**src/rtl/multi_ctrl_fwd_arb.sv**
```systemverilog
// multi_ctrl_fwd_arb: round-robin arbiter feeding one registered multicast
// forward slot. A beat is held until every addressed destination takes it;
// destinations retire independently. The winning requester is acked in the
// same cycle the slot frees up, so back-to-back beats flow without bubbles.
//
// Optional build macro MCFP_ARB_LOCK_EN: adds req_last_i and keeps the grant
// on one requester until its end-of-packet beat is accepted.
`timescale 1ns/1ps

// One pending bit of the output slot, one instance per destination.
module multi_ctrl_fwd_arb_dst (
  input  logic clk,
  input  logic rst_n,
  input  logic acc_i,
  input  logic dest_i,
  input  logic ready_i,
  output logic pend_o,
  output logic blk_o
);
  logic pend_q, pend_d;

  // A new beat loads its dest bit; otherwise the bit clears once taken.
  always_comb begin
    pend_d = pend_q & ~ready_i;
    if (acc_i) pend_d = dest_i;
  end

  // Pending bit register.
  always_ff @(posedge clk or negedge rst_n) begin
    if (!rst_n) pend_q <= 1'b0;
    else        pend_q <= pend_d;
  end

  assign pend_o = pend_q;
  // Still owed to this destination after the current cycle.
  assign blk_o  = pend_q & ~ready_i;
endmodule

module multi_ctrl_fwd_arb #(
  parameter int NUM_REQ = 4,
  parameter int DATA_W  = 256,
  parameter int DEST_N  = 2,
  localparam int ID_W   = $clog2(NUM_REQ)
) (
  input  logic                      clk,
  input  logic                      rst_n,
  input  logic [NUM_REQ-1:0]        req_valid_i,
  input  logic [NUM_REQ*DEST_N-1:0] req_dest_i,
  input  logic [NUM_REQ*DATA_W-1:0] req_data_i,
`ifdef MCFP_ARB_LOCK_EN
  input  logic [NUM_REQ-1:0]        req_last_i,
`endif
  output logic [NUM_REQ-1:0]        req_ready_o,
  output logic [DEST_N-1:0]         b_valid_out,
  output logic [DATA_W-1:0]         b_data_out,
  input  logic [DEST_N-1:0]         b_ready_in,
  output logic [ID_W-1:0]           grant_id_o,
  output logic                      busy_o
);
  // Per-requester views of the flat buses; element i sits at [i*W +: W].
  logic [NUM_REQ-1:0][DEST_N-1:0] dest_a;
  logic [NUM_REQ-1:0][DATA_W-1:0] data_a;
  assign dest_a = req_dest_i;
  assign data_a = req_data_i;

  logic [DEST_N-1:0]  pend, blk;
  logic               slot_free;
  logic [NUM_REQ-1:0] cand;
  logic               found, accept;
  logic [ID_W-1:0]    win, win_inc, idx;
  logic [DEST_N-1:0]  win_dest;

  logic [DATA_W-1:0]  data_q, data_d;
  logic [ID_W-1:0]    gid_q, gid_d;
  logic [ID_W-1:0]    ptr_q, ptr_d;

  // Output slot: one pending bit per destination.
  for (genvar d = 0; d < DEST_N; d++) begin : g_dst
    multi_ctrl_fwd_arb_dst u_dst (
      .clk     (clk),
      .rst_n   (rst_n),
      .acc_i   (accept),
      .dest_i  (win_dest[d]),
      .ready_i (b_ready_in[d]),
      .pend_o  (pend[d]),
      .blk_o   (blk[d])
    );
  end

  // Free when nothing stays owed past this cycle (empty or last bits retiring).
  assign slot_free = ~|blk;

`ifdef MCFP_ARB_LOCK_EN
  logic            lock_q, lock_d;
  logic [ID_W-1:0] lock_id_q, lock_id_d;

  // While locked only the packet owner may compete.
  always_comb begin
    cand = req_valid_i;
    if (lock_q) cand = req_valid_i & (NUM_REQ'(1) << lock_id_q);
  end
`else
  // Per-beat arbitration: every valid requester competes.
  always_comb begin
    cand = req_valid_i;
  end
`endif

  // Round-robin search: first candidate at or after the pointer, wrapping.
  // Walking downward lets the nearest candidate overwrite farther ones.
  always_comb begin
    found = 1'b0;
    win   = '0;
    idx   = '0;
    for (int k = NUM_REQ-1; k >= 0; k--) begin
      idx = ID_W'((int'(ptr_q) + k) % NUM_REQ);
      if (cand[idx]) begin
        found = 1'b1;
        win   = idx;
      end
    end
  end

  assign accept   = slot_free & found;
  assign win_dest = accept ? dest_a[win] : '0;
  assign win_inc  = (win == ID_W'(NUM_REQ-1)) ? '0 : win + 1'b1;

  // Same-cycle one-hot ack to the winner.
  always_comb begin
    req_ready_o = '0;
    if (accept) req_ready_o = NUM_REQ'(1) << win;
  end

  // Payload and owner update only for beats that actually go somewhere;
  // a zero-mask beat is consumed but leaves the previous contents in place.
  always_comb begin
    data_d = data_q;
    gid_d  = gid_q;
    if (accept && (|dest_a[win])) begin
      data_d = data_a[win];
      gid_d  = win;
    end
  end

`ifdef MCFP_ARB_LOCK_EN
  // Pointer moves only when a packet ends; a non-last beat takes the lock.
  always_comb begin
    ptr_d     = ptr_q;
    lock_d    = lock_q;
    lock_id_d = lock_id_q;
    if (accept) begin
      lock_d    = ~req_last_i[win];
      lock_id_d = win;
      if (req_last_i[win]) ptr_d = win_inc;
    end
  end

  // Lock state registers.
  always_ff @(posedge clk or negedge rst_n) begin
    if (!rst_n) begin
      lock_q    <= 1'b0;
      lock_id_q <= '0;
    end else begin
      lock_q    <= lock_d;
      lock_id_q <= lock_id_d;
    end
  end
`else
  // Pointer steps past every accepted beat, including dropped ones.
  always_comb begin
    ptr_d = ptr_q;
    if (accept) ptr_d = win_inc;
  end
`endif

  // Payload, owner id and round-robin pointer registers.
  always_ff @(posedge clk or negedge rst_n) begin
    if (!rst_n) begin
      data_q <= '0;
      gid_q  <= '0;
      ptr_q  <= '0;
    end else begin
      data_q <= data_d;
      gid_q  <= gid_d;
      ptr_q  <= ptr_d;
    end
  end

  assign b_valid_out = pend;
  assign b_data_out  = data_q;
  assign grant_id_o  = gid_q;
  assign busy_o      = |pend;
endmodule

```
**config.mk**
```make
export PLATFORM = sky130hd
export DESIGN_NAME = multi_ctrl_fwd_arb
export DESIGN_NICKNAME = d
export VERILOG_FILES = /design/src/rtl/multi_ctrl_fwd_arb.sv
export SDC_FILE = /design/constraint.sdc
export NUM_CORES = 1
export LEC_CHECK = 0
export ABC_CLOCK_PERIOD_IN_PS = 2700
export CAP_MARGIN = 20
export CORE_AREA = 10 10 507 509
export CTS_CLUSTER_SIZE = 40
export DETAILED_ROUTE_END_ITERATION = 8
export DIE_AREA = 0 0 517 519
export PLACE_DENSITY_LB_ADDON = 0.05
export SYNTH_ARGS = -nofsm -noshare
export SYNTH_HDL_FRONTEND = slang
export SYNTH_SLANG_ARGS = --single-unit
```
**constraint.sdc**
```tcl
create_clock -name clk -period 2.7 [get_ports clk]
set_clock_uncertainty 0.1 [all_clocks]
set_input_delay 0.27 -clock clk [delete_from_list [all_inputs] [get_ports clk]]
set_output_delay 0.27 -clock clk [all_outputs]
set_load 0.05 [all_outputs]
```
Yosys cells after proc, flatten, opt, wreduce, memory -nomap -nowiden
Cells that the tools add are included.

storage, ports and cells
  flip-flop bits (word level) = 262
  input port bits = 1,040
  logic and storage cells = 50

cells by class
  $add $sub $neg = 4
  order comparisons = 5
  equal/unequal tests = 1
  shift operators = 1
  multiplexer cells = 24
  bitwise gates (word level) = 5
  reduce and logical (&&, ||, !) cells = 5

operator list
  operator               number
  $bmux W256 S2          1
  $mux W256              1
  $lt A2 B3 Y1 const B   5
  $mux W2                6
  $mux W1                10
  $bmux W1 S2            4
  $reduce_or A2 Y1       3
  $add A2 B1 Y2 const B  2
  $add A2 B2 Y2 const B  2
  $bmux W2 S2            1
  $mux W4                1
  $shl A1 B2 Y4 const A  1
  $and A1 B1 Y1          3
  $eq A2 B2 Y1 const B   1
  $not A1 Y1             2
  $logic_and A1 B1 Y1    1
  $logic_not A1 Y1       1

Depth between registers and ports, before layout
  depth after elaboration = 11
  mapped depth = 10
  depth with buffers taken out = 7

Hierarchy
From an unflattened synthesis, not the netlist that was laid out.

unflattened totals
  cell total of the unflattened synthesis = 2,083
  area, all modules = 18,223.7 um^2

by module, submodules not included
  module                  times used  cells each  area an instance (um^2)  sequential area each (um^2)
  multi_ctrl_fwd_arb      1           2,077       18,123.6                 6,506.2
  multi_ctrl_fwd_arb_dst  2           3           50.0                     25.0

Worst setup path before layout
No wires, ideal clock.

  kind = register to output
  start point = register ptr_q[1]
  end point = output port req_ready_o[0]
  arrival = 2,257 ps
  data required time = 2,330 ps
  setup slack = 73 ps
  stages on the path, launching flop included = 9
  cell sequence = dfrtp_1 > mux2_1 > o221a_2 > clkinv_2 > buf_6 > buf_2 > buf_1 > ha_1 > and2_1

on the way
  cells in the longest elaborated chain, start to end = 9
  elaborated cells between the ends (all ways) = 22

ends and longest elaborated chain
  element                                                 line      RTL
  from (decl)                                             75        logic [ID_W-1:0] ptr_q, ptr_d;
  from (signal assigned)                                  185       ptr_q <= ptr_d;
  $add A2 B2 Y2                                           116       idx = ID_W'((int'(ptr_q) + k) % NUM_REQ);
  $bmux W1 S2                                             117       if (cand[idx]) begin
  $mux W1 (implied by the code)                           117
  $mux W2 / $mux W1 (equally long branches) (4 in a row)  117
  $shl A1 B2 Y4 / $and A1 B1 Y1 (equally long branches)   131, 124
  $mux W4 *                                               131       if (accept) req_ready_o = NUM_REQ'(1) << win;
  to (decl)                                               53        output logic [NUM_REQ-1:0] req_ready_o,

Mark *: on every way between the ends. The rest lies on a longest branch, timed or not. The select of a mux whose other input is x is not followed.

Final worst setup path
  start point = register ptr_q[1]
  end point = output port req_ready_o[3]

Same word-level chain as after synthesis.

==> impl_metrics.json <==
{
  "worst_ep_arrival_time_ps": 2510,
  "pin_count": 1305,
  "ys_seq_elements": 262,
  "ys_types": 31,
  "wirelength_um": 198000,
  "failed_checks": "negative setup slack",
  "slowest_delay_ps": 440,
  "start_util": 0.0748,
  "clock-sinks": 262,
  "synth.most_common_cell": "nand2_1",
  "syn_area_per_cell_um2": 8.06,
  "crit_top_cell": "buf_12",
  "crit_slowest_cell": "dfrtp_2",
  "fin_crit_sh": 1.07,
  "met2_length_um": 95300,
  "p_per_area_nw_per_um2": 1260,
  "grt_pass1_wl_um": 257000,
  "core_area_um2": 247000,
  "die_area_um2": 268000,
  "ir_worst_vdd_uv": 405,
  "drive_gt1_frac": 0.203,
  "rows": 183,
  "critPathBufInv": 4,
  "p_leak_nw": 17.7,
  "async_flop_share": 1.00,
  "finalMaxSlewViolations": 0,
  "synthTopCellsByArea": "dfrtp_1 (35%), nand2_1 (21%), mux2_4 (15%), a31oi_1 (8.7%), and3_1 (8.7%)",
  "io_buffers": 1304,
  "synth.top_cell.area_share": 0.355,
  "route.detailed.drc": 0,
  "chipHeight_um": 519,
  "grt_pass1_vias": 25800,
  "cts_tree": "done",
  "crit_required_ps": 2330,
  "dpl-instance-area_um2": 37500,
  "min_period_ps": 2880,
  "drt_iter0_markers": 1036,
  "worst_pin_slew_ps": 754,
  "highest_layer": "met5",
  "ys.flop_type": "dfrtp_1",
  "hpwlAfterDp_um": 162000,
  "cp_top_family": "buffers and inverters",
  "cts_buffers": 44,
  "dp_slack_ps": -652,
  "syn_to_final_growth_pct": 125,
  "cp_max_fo": 4,
  "p_int_w": 0.0271,
  "fmax_ghz": 0.348,
  "overflow": 0,
  "critPathLaunchType": "flop",
  "ant_nets": 0,
  "viasPerCell": 3.30,
  "setup_violations": 262,
  "crit_chain": "mux2_4, o221a_4, buf_6, buf_12, buf_8, ha_4, and2_4, buf_12",
  "fin_area_um2": 41700,
  "synth_edf_count": 0,
  "yosys.area.top_type": "dfrtp_1",
  "p_comb_frac": 0.742,
  "via_count": 23500,
  "grt_use_total": 0.140,
  "synth_area_um2": 18500,
  "die_w_um": 517,
  "clk_pin_slew_worst_paths_ps": 50,
  "end_kind": "output port",
  "seq_area_frac_synth": 0.355,
  "power_switching_w": 0.0253,
  "clockBufferDepth": 3,
  "yosysWarnings": 0,
  "firstDrtPassIters": 4,
  "met3_length_um": 20000,
  "wl_per_cell_um": 27.8,
  "htree_levels": 2,
  "synthCells": 2295,
  "root_buffer": "clkbuf_16",
  "antenna_found_initial": 122,
  "switching_share": 0.482,
  "outcome": "complete, but fails checks",
  "wl_met1_um": 79300,
  "hold_violations": 0,
  "hold_path_class": "in2async",
  "timing.slew.headroom": 0.496,
  "worstSkewPairLatency_ps": 630,
  "synth.net_count": 3339,
  "num-nets-final": 4862,
  "power_w": 0.0524,
  "grt_max_degree": 51,
  "seqPwrFrac": 0.143,
  "synth_commonest_cells": "nand2_1 (1025), dfrtp_1 (262), a31oi_1 (256), and3_1 (256), mux2_4 (180)",
  "worst_slack_ps": -176,
  "path_class": "reg2out",
  "rsz0062_at_grt": "true",
  "drv_cap": 0,
  "globalplace.congestion": 0.786,
  "power_frac_clock": 0.115
}
-- layer usage --
metal	global-route usage	up-vias
met5	0	-
met4	0.0165	92
met3	0.0635	235
met2	0.245	976
met1	0.161	11200
li1	-	10900
-- sequential cells by signal, summed over array words and instances (netlist names) --
signal	count
b_data_out	256
g_dst.u_dst.pend_o	2
grant_id_o	2
ptr_q	2
-- layout make-up --
type	count	area (um2)
antenna	27	67.6
clock buffer	65	1290
clock inverter	14	190
fill	28000	206000
inverter	6	55.1
multi-input combinational	1826	11600
sequential	262	6560
tap	3237	4050
timing repair buffer	1678	17900
-- cells by family (layout without fill, tap and decap cells) --
| family | Yosys count | after routing | synth area share |
|---|---|---|---|
| and+or+nand+nor | 1289 | 1289 | 0.297 |
| AOI/OAI and AO/OA | 267 | 267 | 0.0912 |
| muxes | 266 | 266 | 0.198 |
| DFF | 262 | 262 | 0.355 |
| buffers and inverters | 207 | 1763 | 0.0560 |
| adders and majority gates | 4 | 4 | 0.00271 |
| other | 0 | 27 | 0 |
-- worst register-to-register path, delay by kind of cell (launching register included) --
family | cells | cell delay, ps
flip-flops | 1 | 440
AO/OA/AOI/OAI | 2 | 390
AND/OR/NAND/NOR | 2 | 330
buffers and inverters | 5 | 920
multiplexers | 2 | 560
-- power groups by stage --
stage	Combinational, W	Sequential (W)	Clock [W]
after floorplan	0.0117	0.0142	0
after global placement	0.0350	0.00755	0
after detailed placement	0.0348	0.00750	0
after CTS	0.0404	0.00753	0.00641
after global routing	0.0413	0.00777	0.00651
final	0.0389	0.00747	0.00605
-- cell usage in the layout (no fill, tap or decap), types with 2 or more instances in the layout --
cell type,synthesis,layout
inv_16,0,3
ha_4,0,3
nand2_2,0,14
mux2i_4,0,3
clkinv_4,0,4
diode_2,0,27
and3_2,0,6
and3_1,256,242
mux2i_2,0,3
clkdlybuf4s50_1,0,1298
and2_4,0,4
a22o_1,2,2
nand2_1,1025,1010
a31oi_1,256,234
clkbuf_16,0,45
a31oi_4,0,6
bufbuf_16,0,8
mux2_4,180,259
bufinv_16,0,3
clkinv_2,1,4
and3_4,0,8
clkbuf_1,125,10
buf_16,0,32
clkbuf_8,0,12
a31oi_2,0,16
buf_8,0,18
dfrtp_1,262,260
buf_12,0,75
inv_1,4,4
dfrtp_2,0,2
buf_6,26,20
buf_4,2,223
-- final timing paths --
kind | startpoint | endpoint | slack (ps) | depth (start not counted)
worst max-delay path | ptr_q[1] | req_ready_o[3] | -180 | 8
worst min-delay path | rst_n | b_data_out[229] | 40 | 2
worst max register to register | ptr_q[1] | b_data_out[20] | -160 | 11
worst min register to register | b_data_out[234] | b_data_out[234] | 400 | 1
max in group asynchronous | rst_n | b_data_out[108] | 1580 | 3
min in group clk | b_ready_in[0] | g_dst[0].u_dst.pend_o | 230 | 3
-- metrics by stage --
| step | instances | TNS (ps) | utilization | hold slack, ps |
|---|---|---|---|---|
| floorplan | 2295 | 0 | - | -126 |
| global placement | 6925 | -117540 | 0.152 | 199 |
| detailed placement | 6925 | -128470 | 0.152 | 198 |
| CTS | 7095 | -41500 | 0.169 | 68.0 |
| global route | 7089 | -49120 | 0.168 | 63.5 |
| finish | 7115 | -21580 | 0.169 | 39.1 |
-- what timing repair did --
action | in CTS | in global routing
setup buffers | 64 | 10
cloned | 34 | 1
hold endpoints to repair | 131 | 0
pin swaps | 11 | 2
setup endpoints to repair | 263 | 262
resized for setup | 297 | 39
hold buffers | 1 | 0
No activity file was read; power rests on OpenSTA's default activity.
